<file path="src/rtl/sqrt_pkg.sv">
// ============================================================================
// Module   : sqrt_pkg
// Purpose  : Shared state encoding and width helpers for square_root_seq.
// Revision : 1.0
// ============================================================================
`default_nettype none

package sqrt_pkg;

    typedef enum logic [1:0] {
        S_IDLE = 2'd0,
        S_BUSY = 2'd1,
        S_DONE = 2'd2
    } state_e;

    function automatic int result_len(input int word_length, input int frac_bits);
        return (word_length + 1) / 2 + frac_bits;
    endfunction

    function automatic int n_iter(input int word_length, input int frac_bits);
        return result_len(word_length, frac_bits);
    endfunction

    // Radicand rounded up to an even bit count so it splits into digit pairs.
    function automatic int pad_width(input int word_length);
        return 2 * ((word_length + 1) / 2);
    endfunction

endpackage

`default_nettype wire

</file>
<file path="src/rtl/square_root_seq_step.sv">
// ============================================================================
// Module   : sqrt_step
// Purpose  : One combinational restoring square-root digit step.
// Revision : 1.0
// ============================================================================
`default_nettype none

module sqrt_step #(
    parameter int RESULT_LENGTH = 8
) (
    input  logic [RESULT_LENGTH+1:0] rem_i,
    input  logic [RESULT_LENGTH-1:0] root_i,
    input  logic [1:0]               bits_i,
    output logic [RESULT_LENGTH+1:0] rem_o,
    output logic [RESULT_LENGTH-1:0] root_o
);

    logic [RESULT_LENGTH+1:0] w_rem_sh;
    logic [RESULT_LENGTH+1:0] w_trial;
    logic [RESULT_LENGTH+1:0] w_diff;
    logic                     w_ge;

    // The remainder never exceeds 2*root, so the top two bits shifted out are zero.
    assign w_rem_sh = (rem_i << 2) | {{RESULT_LENGTH{1'b0}}, bits_i};
    assign w_trial  = {root_i, 2'b01};
    assign w_ge     = (w_rem_sh >= w_trial);
    assign w_diff   = w_rem_sh - w_trial;

    assign rem_o  = w_ge ? w_diff : w_rem_sh;
    assign root_o = (root_i << 1) | RESULT_LENGTH'(w_ge);

endmodule

`default_nettype wire

</file>
<file path="src/rtl/square_root_seq.sv">
// ============================================================================
// Module   : square_root_seq
// Purpose  : Multi-cycle restoring integer/fixed-point square root with
//            start/done handshake, abort and held result.
// Revision : 1.0
// ============================================================================
`default_nettype none

module square_root_seq
    import sqrt_pkg::*;
#(
    parameter  int WORD_LENGTH   = 16,
    parameter  int FRAC_BITS     = 0,
    localparam int RESULT_LENGTH = result_len(WORD_LENGTH, FRAC_BITS)
) (
    input  logic                     clk,
    input  logic                     reset,
    input  logic                     start,
    input  logic                     abort,
    input  logic [WORD_LENGTH-1:0]   DataInput,
    output logic                     ready,
    output logic                     busy,
    output logic                     done,
    output logic [RESULT_LENGTH-1:0] result,
    output logic [RESULT_LENGTH:0]   residue
);

    localparam int N_ITER = n_iter(WORD_LENGTH, FRAC_BITS);
    localparam int RAD_W  = pad_width(WORD_LENGTH) + 2 * FRAC_BITS;
    localparam int CNT_W  = $clog2(N_ITER + 1);
    localparam int REM_W  = RESULT_LENGTH + 2;

    state_e                   state_q,   state_d;
    logic [CNT_W-1:0]         cnt_q,     cnt_d;
    logic [RAD_W-1:0]         rad_q,     rad_d;
    logic [REM_W-1:0]         rem_q,     rem_d;
    logic [RESULT_LENGTH-1:0] root_q,    root_d;
    logic [RESULT_LENGTH-1:0] result_q,  result_d;
    logic [RESULT_LENGTH:0]   residue_q, residue_d;
    logic                     ready_q,   ready_d;
    logic                     busy_q,    busy_d;
    logic                     done_q,    done_d;

    logic [REM_W-1:0]         w_rem_nx;
    logic [RESULT_LENGTH-1:0] w_root_nx;
    logic [RAD_W-1:0]         w_rad_load;

    assign w_rad_load = RAD_W'(DataInput) << (2 * FRAC_BITS);

    sqrt_step #(
        .RESULT_LENGTH (RESULT_LENGTH)
    ) u_step (
        .rem_i  (rem_q),
        .root_i (root_q),
        .bits_i (rad_q[RAD_W-1 -: 2]),
        .rem_o  (w_rem_nx),
        .root_o (w_root_nx)
    );

    always_comb begin
        state_d   = state_q;
        cnt_d     = cnt_q;
        rad_d     = rad_q;
        rem_d     = rem_q;
        root_d    = root_q;
        result_d  = result_q;
        residue_d = residue_q;
        case (state_q)
            S_IDLE: begin
                if (start) begin
                    rad_d   = w_rad_load;
                    rem_d   = '0;
                    root_d  = '0;
                    cnt_d   = CNT_W'(N_ITER - 1);
                    state_d = S_BUSY;
                end
            end
            S_BUSY: begin
                // Abort takes priority even on the final step, so no done escapes.
                if (abort) begin
                    state_d = S_IDLE;
                end else begin
                    rad_d  = rad_q << 2;
                    rem_d  = w_rem_nx;
                    root_d = w_root_nx;
                    if (cnt_q == '0) begin
                        result_d  = w_root_nx;
                        residue_d = w_rem_nx[RESULT_LENGTH:0];
                        state_d   = S_DONE;
                    end else begin
                        cnt_d = cnt_q - CNT_W'(1);
                    end
                end
            end
            S_DONE:  state_d = S_IDLE;
            default: state_d = S_IDLE;
        endcase
        ready_d = (state_d == S_IDLE);
        busy_d  = (state_d == S_BUSY);
        done_d  = (state_d == S_DONE);
    end

    always_ff @(posedge clk or posedge reset) begin
        if (reset) begin
            state_q   <= S_IDLE;
            cnt_q     <= '0;
            rad_q     <= '0;
            rem_q     <= '0;
            root_q    <= '0;
            result_q  <= '0;
            residue_q <= '0;
            ready_q   <= 1'b1;
            busy_q    <= 1'b0;
            done_q    <= 1'b0;
        end else begin
            state_q   <= state_d;
            cnt_q     <= cnt_d;
            rad_q     <= rad_d;
            rem_q     <= rem_d;
            root_q    <= root_d;
            result_q  <= result_d;
            residue_q <= residue_d;
            ready_q   <= ready_d;
            busy_q    <= busy_d;
            done_q    <= done_d;
        end
    end

    assign ready   = ready_q;
    assign busy    = busy_q;
    assign done    = done_q;
    assign result  = result_q;
    assign residue = residue_q;

endmodule

`default_nettype wire

</file>
<file path="config.mk">
export PLATFORM = sky130hd
export DESIGN_NAME = square_root_seq
export DESIGN_NICKNAME = d
export VERILOG_FILES = /design/src/rtl/sqrt_pkg.sv /design/src/rtl/square_root_seq_step.sv /design/src/rtl/square_root_seq.sv
export SDC_FILE = /design/constraint.sdc
export NUM_CORES = 1
export LEC_CHECK = 0
export CAP_MARGIN = 25
export CORE_MARGIN = 1.5
export CORE_UTILIZATION = 41
export DETAILED_ROUTE_END_ITERATION = 16
export MAX_ROUTING_LAYER = met4
export PLACE_DENSITY = 0.64
export REMOVE_ABC_BUFFERS = 1
export SYNTH_ARGS = -nofsm -noshare
export SYNTH_HDL_FRONTEND = slang
export SYNTH_SLANG_ARGS = --single-unit
</file>
<file path="constraint.sdc">
create_clock -name clk -period 2 [get_ports clk]
set_clock_uncertainty 0.05 [all_clocks]
set_input_delay 0.2 -clock clk [delete_from_list [all_inputs] [get_ports clk]]
set_output_delay 0.2 -clock clk [all_outputs]
set_load 0.02 [all_outputs]
</file>
* Word-level counts from Yosys, hierarchy flattened
Cells that the tools add are included.
Storage, ports and cells: memory bits (writable) 0, ROM bits 0, latch bits 0, word-level logic and storage cells 47, memories 0, flip-flop bits (word level) 58
Cells by class: bitwise logic cells 3, reduce and logical (&&, ||, !) cells 7, div/mod/pow operators 0, multiply operators 0, add/subtract/negate cells 2, mux-type cells 18, shift operators 0, equality and inequality tests 6, magnitude comparators 1
Operators with widths (number):
- 16-bit two-way mux | 2
- 8-bit two-way mux | 4
- 16-bit one-hot mux with 2 select lines | 1
- 8-bit one-hot mux with 2 select lines | 2
- 4-bit two-way mux | 3
- 10-bit >= comparator | 1
- 10-bit by 2-bit bitwise OR with 10-bit output | 1
- 9-bit two-way mux | 1
- 9-bit subtractor | 1
- 8-bit by 1-bit bitwise OR with 8-bit output | 1
- 4-bit one-hot mux with 2 select lines | 1
- 2-bit two-way mux | 3
- 2-bit inequality test, second input constant | 3
- 3-bit AND reduction | 2
- 2-bit by 1-bit == test with 1-bit output, second input constant | 2
- 2-bit zero test | 2
- 4-bit zero test | 1
- 2-bit one-hot mux with 2 select lines | 1
- 4-bit AND reduction | 1
- 4-bit by 1-bit subtractor with 4-bit output, second input constant | 1
- 2-bit == test, second input constant | 1
- 2-bit nonzero test | 1
- 1-bit NOT | 1

* Longest topological paths before layout
word-level depth 5, gate-level depth with buffers 8, mapped depth without buffers 8

* By module
From an unflattened synthesis, not the netlist that was laid out.
Unflattened totals: cells, all modules 293, area, all modules 3348.2 um2
By module, submodules not included:
- square_root_seq | instances 1, area an instance 2680.1 um2, cells an instance 209, seq. area each 1502.7 um2
- sqrt_step | instances 1, area an instance 668.1 um2, cells an instance 84, seq. area each 0.0 um2

* Least setup slack after synthesis
OpenSTA, ideal clock, no wires.
path type reg-to-reg, start register rem_q[3], end register rem_q[2], setup slack -12 ps, setup time 122 ps, data arrival time 1841 ps, cell stages (with the launch flop) 7, buffers on the path 0, cells stage by stage dfrtp_1 > ha_1 > a21oi_2 > nand2_2 > o21a_2 > or3_1 > a32o_1
Between the ends: word-level cells in the longest chain between the ends 5
Ends and longest elaborated chain:
- start, declared | RTL line square_root_seq.sv:36 | logic [REM_W-1:0] rem_q, rem_d;
- start signal, assigned | RTL line square_root_seq.sv:119 | rem_q <= rem_d;
- 10-bit by 2-bit bitwise OR with 10-bit output | RTL line square_root_seq_step.sv:24 | assign w_rem_sh = (rem_i << 2) | {{RESULT_LENGTH{1'b0}}, bits_i};
- 10-bit >= comparator | RTL line square_root_seq_step.sv:26 | assign w_ge = (w_rem_sh >= w_trial);
- 9-bit two-way mux | RTL line square_root_seq_step.sv:29 | assign rem_o = w_ge ? w_diff : w_rem_sh;
- 8-bit two-way mux | RTL line square_root_seq.sv:80 | if (abort) begin
- 8-bit one-hot mux with 2 select lines | RTL line square_root_seq.sv:68 | case (state_q)
No other way between the ends. The select of a mux whose other input is x is not followed. A chain may end at the register's enable or synchronous reset.

* Worst setup path after layout
Ends and elaborated chain as after synthesis.

==> results by stage <==
Run status:
- The flow ran to the end, and the final reports show no timing, DRC or antenna violations.

Yosys:
- Among all flip-flop cells after synthesis, the most frequent one is sky130_fd_sc_hd__dfrtp_1.
- The adder-cell area share of the yosys netlist is 4.603%.
- For this run, asynchronously set or reset flops after synthesis account for 100.0%.
- After synthesis, flip-flops and latches occupy 48.58% of the total area.
- A synthesized cell averages 10.00 µm².
- The post-synthesis cell area is 2990 µm².
- The share of synthesized cell area in and, or, nand and nor gates is 14.81%.
- After synthesis, the largest family of logic cells by area is compound AO/OA/AOI/OAI gates.
- The count of different cell masters after synthesis is 56.
- Synthesis produced 299 cells.
- The fraction of the mapped netlist area in compound gates is 20.25%.
- The number of enable flip-flop cells after synthesis is 0.
- The synthesis warning total is 0.
- Of the total synthesized cell area, the portion taken by XOR and XNOR cells is 1.757%.
- Measured against the total synthesized area, the mux share comes to 5.021%.
- The synthesized design contains 58 register bits.

Drt:
- The via density per instance is 5.264.
- In this run the remaining antenna-violating nets after routing total 0.
- The starting DRC count in detailed routing is 131.
- The detailed-router iteration count before antenna repair is 4.
- The total via count in the routed design is 2590.
- The detailed-route DRC error count is 0.
- After detailed routing, the total wire length is 7480 µm.
- In the final routed layout, each cell accounts on average for 15.20 µm.

STA:
- After layout, the worst path uses 96.98% of the clock period.
- For the pin with the worst max-slew slack, the measured transition is 0.4616 ns.
- Setup repair after global routing could not meet its margin everywhere.
- The hold violation total from the final report came to 0.
- The worst relative slew slack is 69.16%.
- The maximum clock frequency is 515.5 MHz.
- The count of final max-slew check failures is 0.
- Setup violations remaining at the end of the flow were counted as 0.
- Subtracting the final worst setup slack from the clock period gives 1.940 ns.
- The accumulated negative setup slack is 0 ns.
- The slack of the critical path is 0.06031 ns.
- The worst slack on hold paths is 0.1306 ns.

Cells and area:
- The top cell types in the final layout, fill and taps aside, are sky130_fd_sc_hd__dfrtp_1, sky130_fd_sc_hd__buf_4, sky130_fd_sc_hd__nand2_1.
- The final standard cell count with taps included and fillers excluded is 492.
- The library cell used most frequently in the layout, excluding fill and tap cells, is sky130_fd_sc_hd__dfrtp_1.
- The fraction of final layout cells sized beyond drive strength 1 is 30.30%.
- For this run, the share of the core covered by cells in the final layout is 61.78%.
- Fill cells in the final layout number 606.
- The count of antenna diodes in the layout is 0.
- The final design area excluding fillers is 4267 µm².
- The layout-stage area growth over the synthesis result is 42.68%.
- The total number of nets in the final design is 422.

Floorplanning:
- The I/O pin total is 40.
- The starting utilization of the core area is 43.30%.
- The vertical die dimension is 88.40 µm.
- The standard-cell row count is 30.
- The overall die width is 88.40 µm.
- The full die area is 7815 µm².
- The total area inside the core boundary comes to 6907 µm².

Critical path:
- The destination of the worst register-to-register timing path is rem_q[2].
- Measured in cells, the most critical reg-to-reg path has a length of 6.
- The reg2reg setup slack is 0.06 ns.
- Along the worst path, the maximum fanout reaches 6.
- In this run the critical register-to-register path is launched from rem_q[3].
- For the worst setup path, the data required time is 2.17 ns.
- Data on the critical path arrives at its endpoint at 2.11 ns.
- The worst setup path is of the reg2reg kind.
- The sort of element at the start of the critical path is a flip-flop.
- The type of destination of the critical path is a flip-flop.

Global route:
- The pin count of the biggest net entering global routing is 42.
- The global-route congestion overflow total is 0.
- The via count of the first global-routing pass came to 2541.
- The number of antenna violations at the first check in global routing is 0.
- The first global-routing pass estimated 12120 µm of wire.
- The overall routing resource usage is 21.46%.

CTS:
- After clock tree synthesis, the clock-pin slew on the worst setup and hold paths is 0.08 ns.
- The CTS tree is yes.
- The maximum count of clock buffers along a single path is 2.
- The number of clock buffers added by TritonCTS is 9.
- The H-tree was split into 3 levels.
- Clock tree synthesis selected as its root buffer the cell sky130_fd_sc_hd__clkbuf_8.
- At the later pin of the worst-skew pair, clock insertion delay measures 0.34 ns.
- In this run, post-CTS hold repair placed 0 buffers.
- The clock drives 58 sinks.

Power:
- In this run the static leakage power is 1.939 nW.
- Summing internal, switching and leakage power gives 6.466 mW.
- VDD sags by at most 0.7302 mV.
- The power per standard cell area is 1516 nW/µm².

Hold path:
- The type of the tightest min-delay check is in2async.

Placed design:
- The pre-CTS setup slack is -0.05235 ns.
- The number of placed instances with taps included is 472.
- Summing all placed instances gives a cell area of 3859 µm².
- Detailed placement finished with a half-perimeter wire length of 5325 µm.
- The congestion estimate from routability-driven global placement came to 0.9852.
- The count of buffers inserted at the top-level ports is 39.

Job:
- The max-capacitance violation count is 0.
## what timing repair did
item,CTS,global route
endpoints found under the setup margin,4,18
setup buffers,1,3
gates cloned,0,0
pin swaps,2,8
resized for setup,8,25
## how the worst max path moves through the flow
stage,startpoint,endpoint,slack (ns),depth (start not counted)
floorplan,rem_q[5],rem_q[2],-0.45,5
global placement,rem_q[5],rem_q[2],-0.06,5
detailed placement,rem_q[1],rem_q[2],-0.05,6
CTS,root_q[3],rem_q[2],0.006,7
global route,rem_q[7],rem_q[1],-0.02,7
finish,rem_q[3],rem_q[2],0.06,6
## final cells by class
cell class / instances / area, µm² / area share [%]
sequential: 58 / 1453 / 34.05
tap: 96 / 120.1 / 2.815
clock buffer: 12 / 155.1 / 3.636
clock inverter: 4 / 73.82 / 1.730
inverter: 17 / 63.81 / 1.496
timing repair buffer: 95 / 872.1 / 20.44
multi-input combinational: 210 / 1529 / 35.84
## cell usage after synthesis, drive strengths merged (5+ instances only)
library cell  instances  area share, %
a21oi                13            2.3
a31o                  5            1.5
and2                  5            1.0
buf                   9            2.2
clkbuf                5           0.67
dfrtp                57             48
ha                   11            4.6
inv                  17            2.1
mux2i                15            5.0
nand2                44            5.9
nand3                10            1.7
nor2                 12            1.5
nor3                  5            1.2
o21ai                38            6.9
o31ai                 7            1.8
## registers in the layout, summed over array words and instances (netlist names)
| name | cells |
|---|---|
| result | 8 |
| cnt_q | 4 |
| ready | 1 |
| state_q | 2 |
| root_q | 8 |
| done | 1 |
| residue | 9 |
| rem_q | 8 |
| rad_q | 16 |
| busy | 1 |
## worst max-delay path, cell delays in order, from the launching register on
cell and delay (ns):
sky130_fd_sc_hd__dfrtp_1 0.41, sky130_fd_sc_hd__ha_4 0.27, sky130_fd_sc_hd__a21oi_4 0.13, sky130_fd_sc_hd__nand2_2 0.07, sky130_fd_sc_hd__o21a_2 0.25, sky130_fd_sc_hd__or3_4 0.38
sky130_fd_sc_hd__a32o_1 0.25
## cells by family after synthesis
kind of cell / count (synthesis)
AO/OA/AOI/OAI: 90
multiplexers: 15
XOR/XNOR: 6
adder cells (fa/ha/maj): 11
buffers and inverters: 31
AND/OR/NAND/NOR: 88
flip-flops: 58
## power breakdown
part / internal, mW / total [mW] / leakage, nW / switching (mW)
combinational: 1.79 / 3.58 / 1.07 / 1.79
clock: 0.771 / 1.27 / 0.117 / 0.502
sequential: 1.43 / 1.62 / 0.756 / 0.184
total: 4.00 / 6.47 / 1.94 / 2.47
## routing by layer
layer  part of all wire (%)  vias up  GRT usage, %
met5                      0        -             -
met4                    2.2        0         5.682
met3                    4.0       15         6.810
met2                     51       64         35.11
met1                     43     1263         25.70
li1                       -     1248             -
No activity file was read; power rests on OpenSTA's default activity.
